[src/rtl/therm_ramp_ctrl.sv]
// Slew-limited sequencer for the TDC binary-to-thermometer code: walks the code one LSB per step.
// Optional macro THERM_RAMP_SETTLE_EN adds a SETTLE_CYC hold after every step.
module therm_ramp_ctrl #(
  parameter int unsigned WIDTH      = 5,
  parameter int unsigned SETTLE_CYC = 4,
  parameter int unsigned MAXCODE    = 31
) (
  input  logic             clk,
  input  logic             rst,
  input  logic             req_valid,
  input  logic [WIDTH-1:0] req_target,
  output logic             req_ready,
  input  logic             abort,
  output logic [WIDTH-1:0] code,
  output logic             busy,
  output logic             done
);

  localparam logic [WIDTH-1:0] MAX_W = WIDTH'(MAXCODE);

  // Elaboration-time guard on parameter ranges
  if (SETTLE_CYC < 1 || SETTLE_CYC > 255) begin : g_bad_settle
    $error("therm_ramp_ctrl: SETTLE_CYC must be within 1..255");
  end
  if (MAXCODE >= (1 << WIDTH)) begin : g_bad_maxcode
    $error("therm_ramp_ctrl: MAXCODE does not fit in WIDTH bits");
  end

`ifdef THERM_RAMP_SETTLE_EN
  localparam int unsigned      CNT_W    = 8;
  localparam logic [CNT_W-1:0] CNT_LAST = CNT_W'(SETTLE_CYC - 1);

  typedef enum logic [1:0] {
    IDLE   = 2'd0,
    STEP   = 2'd1,
    SETTLE = 2'd2,
    DONE   = 2'd3
  } state_t;

  logic [CNT_W-1:0] cnt_q, cnt_d;
`else
  typedef enum logic [1:0] {
    IDLE = 2'd0,
    STEP = 2'd1,
    DONE = 2'd3
  } state_t;
`endif

  state_t           state_q, state_d;
  logic [WIDTH-1:0] target_q, target_d;
  logic [WIDTH-1:0] code_d;
  logic [WIDTH-1:0] code_step;
  logic [WIDTH-1:0] req_clamped;
  logic             req_ready_d, busy_d, done_d;

  assign req_clamped = (32'(req_target) > MAXCODE) ? MAX_W : req_target;

  // One LSB toward the target, saturating at both ends of the legal range
  always_comb begin
    code_step = code;
    if (target_q > code) begin
      if (code != MAX_W) code_step = code + WIDTH'(1);
    end else if (code != '0) begin
      code_step = code - WIDTH'(1);
    end
  end

  // Next-state and next-output logic
  always_comb begin
    state_d  = state_q;
    code_d   = code;
    target_d = target_q;
`ifdef THERM_RAMP_SETTLE_EN
    cnt_d    = cnt_q;
`endif
    case (state_q)
      IDLE: begin
        if (req_valid && req_ready) begin
          target_d = req_clamped;
          state_d  = (req_clamped == code) ? DONE : STEP;
        end
      end
      STEP: begin
        if (abort) begin
          state_d = IDLE;
        end else begin
          code_d = code_step;
`ifdef THERM_RAMP_SETTLE_EN
          cnt_d   = '0;
          state_d = SETTLE;
`else
          state_d = (code_step == target_q) ? DONE : STEP;
`endif
        end
      end
`ifdef THERM_RAMP_SETTLE_EN
      SETTLE: begin
        if (abort) begin
          cnt_d   = '0;
          state_d = IDLE;
        end else if (cnt_q == CNT_LAST) begin
          cnt_d   = '0;
          state_d = (code == target_q) ? DONE : STEP;
        end else begin
          cnt_d = cnt_q + CNT_W'(1);
        end
      end
`endif
      DONE:    state_d = IDLE;
      default: state_d = IDLE;
    endcase

    req_ready_d = (state_d == IDLE);
    busy_d      = (state_d != IDLE);
    done_d      = (state_d == DONE);
  end

  // State and registered outputs
  always_ff @(posedge clk or posedge rst) begin
    if (rst) begin
      state_q   <= IDLE;
      code      <= '0;
      target_q  <= '0;
      req_ready <= 1'b1;
      busy      <= 1'b0;
      done      <= 1'b0;
`ifdef THERM_RAMP_SETTLE_EN
      cnt_q     <= '0;
`endif
    end else begin
      state_q   <= state_d;
      code      <= code_d;
      target_q  <= target_d;
      req_ready <= req_ready_d;
      busy      <= busy_d;
      done      <= done_d;
`ifdef THERM_RAMP_SETTLE_EN
      cnt_q     <= cnt_d;
`endif
    end
  end

endmodule

[config.mk]
export PLATFORM = sky130hd
export DESIGN_NAME = therm_ramp_ctrl
export DESIGN_NICKNAME = d
export VERILOG_FILES = /design/src/rtl/therm_ramp_ctrl.sv
export SDC_FILE = /design/constraint.sdc
export NUM_CORES = 1
export LEC_CHECK = 0
export CAP_MARGIN = 20
export CORE_ASPECT_RATIO = 1.1
export CORE_MARGIN = 2
export CORE_UTILIZATION = 48
export DETAILED_ROUTE_END_ITERATION = 12
export PLACE_DENSITY = 0.72
export REMOVE_ABC_BUFFERS = 1
export SYNTH_ARGS = -nofsm -noshare
export SYNTH_HDL_FRONTEND = slang
export SYNTH_SLANG_ARGS = --single-unit
[constraint.sdc]
create_clock -name clk -period 2.1 [get_ports clk]
set_input_delay 0.42 -clock clk [delete_from_list [all_inputs] [get_ports clk]]
set_output_delay 0.42 -clock clk [all_outputs]
set_load 0.01 [all_outputs]
After elaboration in Yosys (flattened, before gate mapping)

Index checks and enable logic that the tools add are counted.

Bits in registers: 15
Bits of input ports: 9
Output and inout bits: 8
Word-level logic and storage cells: 30

Add/subtract/negate cells: 2
Magnitude comparators: 1
Equality and inequality tests: 5
Muxes and demuxes: 8
Bitwise operators: 1
Reductions and logical operators: 7

Operator list:

| operator                                                              | number |
|---|---|
| 5-bit 2-to-1 mux                                                      | 3 |
| 5-bit equality test                                                   | 2 |
| 2-bit 2-to-1 mux                                                      | 4 |
| 5-bit by 1-bit adder with 5-bit output, second input constant         | 1 |
| 5-bit greater-than comparator                                         | 1 |
| 5-bit != test, second input constant                                  | 1 |
| 5-bit nonzero test                                                    | 1 |
| 5-bit by 1-bit subtractor with 5-bit output, second input constant    | 1 |
| 2-bit logical NOT                                                     | 2 |
| 2-bit case mux with 2 select lines                                    | 1 |
| 2-bit AND reduction                                                   | 2 |
| 2-bit by 1-bit equality test with 1-bit output, second input constant | 1 |
| 2-bit equality test, second input constant                            | 1 |
| 2-bit nonzero test                                                    | 1 |
| 1-bit logical AND                                                     | 1 |
| 1-bit inverter                                                        | 1 |

Longest topological paths before layout

Gate-level depths: netlist of run 1.

Depth in word-level cells: 8
Mapped depth: 10
Depth with buffers taken out: 9

Worst setup path before layout of run 1

Ideal clock, no wire load.

Path type: reg2reg
Start: register code[3]
End: register done
Setup time: 0.123 ns
Data arrival time: 2.051 ns
Required time: 1.977 ns
Slack: -0.074 ns
Cell stages (with the launch flop): 11
Buffers on the path: 1
Clock period less this slack: 2.174 ns
Cells stage by stage: dfrtp_1 buf_2 inv_1 ha_1 and4_4 a21oi_2 o21a_2 o21ai_0 a31oi_1 xor2_1 o21ai_1

Cells in the longest elaborated chain, start to end: 8
Elaborated cells between the ends (all ways): 16
Classes of those cells: add/sub (2); order compare (1); eq/ne (4); mux (8); reduce/logical (1)

Ends and longest elaborated chain:

| item                                                                | RTL line | RTL |
|---|---|---|
| start: declaration                                                  | 14       | `output logic [WIDTH-1:0] code,` |
| start signal: assignment                                            | 132      | `code <= code_d;` |
| 5-bit by 1-bit subtractor with 5-bit output (tied with other cells) | 64       | `code_step = code - WIDTH'(1);` |
| 5-bit 2-to-1 mux (on tied branches)                                 | 63, 62   |  |
| 5-bit 2-to-1 mux                                                    | 61       | `if (target_q > code) begin` |
| 5-bit equality test                                                 | 92       | `state_d = (code_step == target_q) ? DONE : STEP;` |
| 2-bit 2-to-1 mux                                                    | 92       |  |
| 2-bit 2-to-1 mux                                                    | 84       | `if (abort) begin` |
| 2-bit case mux with 2 select lines (*)                              | 76       | `case (state_q)` |
| 2-bit equality test (*)                                             | 115      | `done_d = (state_d == DONE);` |
| named net done_d                                                    | 54       | `logic req_ready_d, busy_d, done_d;` |
| end signal: assignment                                              | 136      | `done <= done_d;` |
| end: declaration                                                    | 16       | `output logic done` |

The timed path passes the listed nets; every way through them passes the cells marked *.
A chain may end at the register's enable or synchronous reset.

Worst setup path after layout of run 1

Start: register target_q[0]
End: register state_q[1]

Cells in the longest elaborated chain, start to end: 6

Ends and longest elaborated chain:

| item                                   | RTL line | RTL |
|---|---|---|
| start: declaration                     | 50       | `logic [WIDTH-1:0] target_q, target_d;` |
| start signal: assignment               | 133      | `target_q <= target_d;` |
| 5-bit greater-than comparator          | 61       |  |
| 5-bit 2-to-1 mux                       | 61       |  |
| 5-bit equality test (*)                | 92       |  |
| 2-bit 2-to-1 mux (*)                   | 92       |  |
| 2-bit 2-to-1 mux (*)                   | 84       |  |
| 2-bit case mux with 2 select lines (*) | 76       |  |
| named net state_d[1]                   | 49       | `state_t state_q, state_d;` |
| end signal: assignment                 | 131      | `state_q <= state_d;` |
| end: declaration                       | 49       |  |

Marks and branches as above.

==> impl_metrics.toml, run 1 <==
[drt]
drtAntennaViolNets = 0
drtIter0Drc = 25
num_vias = 1084
routed_wl_mm = 2.96
dr.pass1.iters = 6
wl_per_cell_um = 15.9
vias_per_cell = 5.83
drc = 0

[worst_setup_path]
startpoint = "target_q[0]"
crit_family = "compound AO/OA/AOI/OAI gates"
endpoint = "state_q[1]"
regToRegStartpoint = "target_q[0]"
slowest_stage = "dfrtp_1"
r2r_slack_ns = 0.06
ff2ff_path_depth = 9
crit_fanout = 5
end_kind = "flop"
crit_arrival_ns = 2.24
cp.depth = 9
max_stage_delay_ns = 0.39
crit_buf_inv = 1
r2r_end = "state_q[1]"
critPathKind = "flop to flop"
path_cells = "inv_2 -> ha_1 -> and4_4 -> a21oi_4 -> o21ai_4 -> mux2_4 -> xor2_2 -> nand4_1 -> o21ai_1"
setup.worst_path.start_class = "flop"
crit_required_ns = 2.31

[cells_and_area]
fin_nets = 173
drive_above_1_share_pct = 35.3
syn2layout_area_growth_pct = 35.6
multi_input_area_um2 = 788
diodes = 0
regArea_um2 = 378
final_area_mm2 = 0.00156
n_fill_cell = 174

[pwr]
finalPower_mw = 2.87
peakVddDrop_uv = 1160
power_density_mw_per_mm2 = 1840
leakage_nw = 0.660

[global_routing]
globalRouteOverflowTotal = 0
antenna_found_initial = 0
grt_pass1_wl_mm = 4.68
grt_max_degree = 16
grt_pass1_vias = 1063
track_usage_pct = 21.6

[synth]
avgSynthCellArea_um2 = 9.35
synth_area_leader_cell = "dfrtp_1"
yosysWarnings = 0
synthArstFlopShare_pct = 100
netlist.area_leader.share_pct = 30.5
synth-seq-cells = 15
synth_common_cells = "dfrtp_1 (14), nand2_1 (13), nor2_1 (10)"
syn_inst = 123
ys_seq_area_share_pct = 32.8
synth.area.top_cells = "dfrtp_1 (30%), ha_1 (7.6%), mux2_2 (4.9%)"
synth_edf_count = 0
synth_most_common_cell = "dfrtp_1"
syn_area_mm2 = 0.00115
synth.distinct_cells = 38
synth_top_flop_cell = "dfrtp_1"

[sta]
relSlewSlack_pct = 61.7
final_max_slew_viol_count = 0
worstMarginPinSlew_ns = 0.574
finalHoldViolCount = 0
clock_skew_ns = 0.00489
finalCritPeriodShare_pct = 97.0
fmax_mhz = 491
finalSetupViolCount = 0
period_minus_slack_ns = 2.04
totalNegativeSetupSlack_ns = 0
rsz0062_at_grt = "yes"

[min_path]
hold_class = "input port to async pin"

[outcome]
status = "complete, no violations"

[placement]
io_buffers = 16
detailed_place.area_mm2 = 0.00140
place_hpwl_mm = 2.11
gp_congestion = 0.833

[clock_network]
clk_pin_slew_worst_paths_ns = 0.09
clock_path_buffers = 2
cts_tree = "built"
cts_buffers = 3
holdBufCountCts = 0
root_buffer = "clkbuf_4"
cts_max_level = 1
clk-insertion-delay-late_ns = 0.28
clock-sinks = 15

[floorplan]
fp.dieW_um = 50.7
core_region_area_mm2 = 0.00225
die-area_mm2 = 0.00280
start_util_pct = 51.1
fp.dieH_um = 55.3
ioPinCount = 17
num_rows = 18

[flow_run]
maxCapViolCount = 0
==> routing by layer <==
layer / part of all wire [%] / track usage (%) / vias up
li1: - / - / 502
met1: 40 / 25.1 / 528
met2: 54 / 39.1 / 49
met3: 4.6 / 3.78 / 5
met4: 1.2 / 6.95 / 0
met5: 0 / 0 / -
==> worst min-delay path by stage <==
stage | from | endpoint | slack [ns]
after floorplan | rst | busy | 0.32
after global placement | target_q[1] | target_q[1] | 0.57
after detailed placement | target_q[2] | target_q[2] | 0.58
after CTS | rst | target_q[3] | 0.51
after global routing | rst | target_q[3] | 0.57
final | rst | target_q[3] | 0.50
==> cell usage in the layout (no fill, tap or decap), types with 4 or more instances in the layout <==
cell type        synthesis  final
inv_2                    0      4
nor2_1                  10      8
dfrtp_1                 14     13
mux2_2                   5      5
nand3_1                  4      4
xor2_1                   5      5
inv_1                    9      5
xnor2_1                  4      4
clkdlybuf4s50_1          0     16
buf_4                    0     15
o21ai_0                  9      9
nand2_1                 13     13
==> sequential cells by signal, indices dropped and copies added, names as in the netlist <==
name / cells
code: 5
done: 1
state_q: 2
req_ready: 1
target_q: 5
busy: 1
==> per-stage QoR <==
step           worst slack [ns]  cells  hold slack, ns  util, %
2_1_floorplan           -0.0545    119           0.321        -
3_3_place_gp             0.0142    176           0.573     62.1
6_report                 0.0627    186           0.498     69.2
4_1_cts                 0.00358    181           0.514     63.6
5_1_grt                 -0.0285    186           0.569     69.2
3_5_place_dp            0.00261    176           0.577     62.1
==> kinds of logic after synthesis <==
family / after synthesis / share of synthesized area [%]
AOI/OAI and AO/OA: 28 / 17.1
DFF: 15 / 32.8
muxes: 10 / 10.0
adders and majority gates: 7 / 7.62
buffers and inverters: 13 / 5.77
and+or+nand+nor: 39 / 17.1
xor gates and xnor gates: 11 / 9.68
==> cell type report <==
class,count,share of cell area [%]
Tap cell,30,2.41
Clock buffer,4,1.69
Inverter,9,2.17
Sequential cell,15,24.2
Timing Repair Buffer,33,18.9
Multi-Input combinational cell,95,50.6
==> power breakdown <==
part | switching (mW) | internal [mW] | total, mW
clock | 0.0936 | 0.0737 | 0.167
combinational | 1.11 | 1.07 | 2.17
sequential | 0.109 | 0.420 | 0.529
==> timing repair <==
item | 4_1_cts | 5_1_grt
pin swaps | 0 | 14
resized for setup | 0 | 20
setup buffers | 1 | 5
endpoints found under the setup margin | 1 | 3
Power figures use the tool's default switching activity.
==> run 2, diff against run 1 <==
--- a/config.mk
+++ b/config.mk
@@ -11,5 +11,5 @@
 export CORE_UTILIZATION = 48
 export DETAILED_ROUTE_END_ITERATION = 12
-export PLACE_DENSITY = 0.72
+export PLACE_DENSITY = 0.85
 export REMOVE_ABC_BUFFERS = 1
 export SYNTH_ARGS = -nofsm -noshare
==> constraint.sdc (replaced) <==
create_clock -name clk -period 2.1 [get_ports clk]
set_input_delay 0.21 -clock clk [delete_from_list [all_inputs] [get_ports clk]]
set_output_delay 0.21 -clock clk [all_outputs]
set_load 0.01 [all_outputs]
==> run 2 against run 1 <==
  * Via count increased by 0.83%
  * Combinational power decreased by 2%
  * Sequential power increased by 0.8%
  * Count of clock-buffer cells in the layout decreased by 1
  * Die area unchanged
  * Clock skew decreased by 0.0032 ns
==> impl_metrics.toml, run 2 (synthesized netlist as in run 1, its figures left out) <==
[pwr]
finalPower_mw = 2.83
power_density_mw_per_mm2 = 1860
leakage_nw = 0.654
peakVddDrop_uv = 867

[sta]
fin_ws_ns = 0.0427
hold_slack_ns = 0.263
worstMarginPinSlew_ns = 0.555
finalSetupViolCount = 0
relSlewSlack_pct = 63.0
clock_skew_ns = 0.00172
period_minus_slack_ns = 2.06
finalHoldViolCount = 0
finalCritPeriodShare_pct = 98.0
final_max_slew_viol_count = 0
totalNegativeSetupSlack_ns = 0
fmax_mhz = 486

[worst_setup_path]
setup.worst_path.start_class = "flop"
max_stage_delay_ns = 0.40
end_kind = "flop"
crit_required_ns = 2.32
crit_fanout = 5
crit_arrival_ns = 2.28
slowest_stage = "dfrtp_1"
critPathKind = "flop to flop"
crit_family = "compound AO/OA/AOI/OAI gates"
crit_buf_inv = 1
path_cells = "inv_2 -> ha_4 -> o21ai_2 -> a21oi_4 -> o21ai_4 -> mux2i_2 -> xor2_1 -> nand4_1 -> o21ai_1"

[cells_and_area]
top_regs = "code x5, target_q x5, state_q x2"
diodes = 0
final_util_pct = 67.6
syn2layout_area_growth_pct = 32.3
final_cell_mix = "clkdlybuf4s50_1 (16), buf_4 (15), dfrtp_1 (14)"
final_area_mm2 = 0.00152
layout_commonest_cell = "clkdlybuf4s50_1"
fin_nets = 171
final_cells = 184
drive_above_1_share_pct = 32.5

[floorplan]
fp.dieH_um = 55.3
fp.dieW_um = 50.7
die-area_mm2 = 0.00280
num_rows = 18
start_util_pct = 51.1
ioPinCount = 17
core_region_area_mm2 = 0.00225

[drt]
num_vias = 1093
wl_per_cell_um = 17.0
drtIter0Drc = 53
dr.pass1.iters = 4
vias_per_cell = 5.94
drtAntennaViolNets = 0
drc = 0
routed_wl_mm = 3.14

[clock_network]
clk-insertion-delay-late_ns = 0.29
holdBufCountCts = 0
clock_path_buffers = 2
root_buffer = "clkbuf_4"
clk_pin_slew_worst_paths_ns = 0.10
clock-sinks = 15
cts_buffers = 3
cts_tree = "built"
cts_max_level = 1

[global_routing]
antenna_found_initial = 0
grt_pass1_wl_mm = 4.55
grt_pass1_vias = 1014
globalRouteOverflowTotal = 0
grt_max_degree = 16
track_usage_pct = 21.2

[placement]
io_buffers = 16
place_worst_setup_slack_ns = 0.00461
gp_congestion = 0.888
place_hpwl_mm = 2.09
detailed_place.area_mm2 = 0.00138
place_inst = 174

[flow_run]
maxCapViolCount = 0

[outcome]
status = "complete, no violations"

[min_path]
hold_class = "input port to async pin"
[run 2: cell types whose count changed in the layout (fill, tap and decap cells not counted)]
cell,before,now
inv_2,4,3
dfrtp_2,1,0
ha_1,2,4
dfrtp_1,13,14
clkinv_2,0,1
buf_6,2,0
clkbuf_1,1,0
ha_2,2,1
ha_4,3,2
inv_1,5,6
[run 2: worst paths after layout]
path	startpoint	slack, ns	depth (start not counted)	end
max in group asynchronous	rst	1.47	2	req_ready
setup / recovery	code[2]	0.04	9	state_q[1]
min in group clk	req_target[0]	0.53	3	target_q[0]
hold / removal	rst	0.26	2	target_q[0]
hold reg to reg	target_q[0]	0.59	2	target_q[0]
setup reg to reg	code[2]	0.04	9	state_q[1]
[run 2: layout make-up]
| class | instances | area (um2) |
|---|---|---|
| Tap cell | 30 | 37.5 |
| Sequential cell | 15 | 377 |
| Inverter | 9 | 33.8 |
| Clock buffer | 3 | 22.5 |
| Fill cell | 156 | 731 |
| Clock inverter | 1 | 5.00 |
| Multi-Input combinational cell | 95 | 773 |
| Timing Repair Buffer | 31 | 273 |
[run 2: where the power goes]
group          total [mW]  switching, mW  internal, mW  leakage (nW)
logic                2.12           1.11          1.01         0.454
registers           0.533          0.115         0.418         0.182
clock network       0.172          0.101        0.0709        0.0177
[run 2: what timing repair did]
action	4_1_cts	5_1_grt
endpoints found under the setup margin	2	3
pin swaps	0	9
gates resized for setup	2	12
buffers inserted	1	5
[run 2: per-layer routing]
metal | track usage (%) | routed length (um)
met3 | 2.43 | 181
met4 | 6.95 | 142
met5 | 0 | 0
met2 | 36.8 | 1610
met1 | 27.0 | 1200
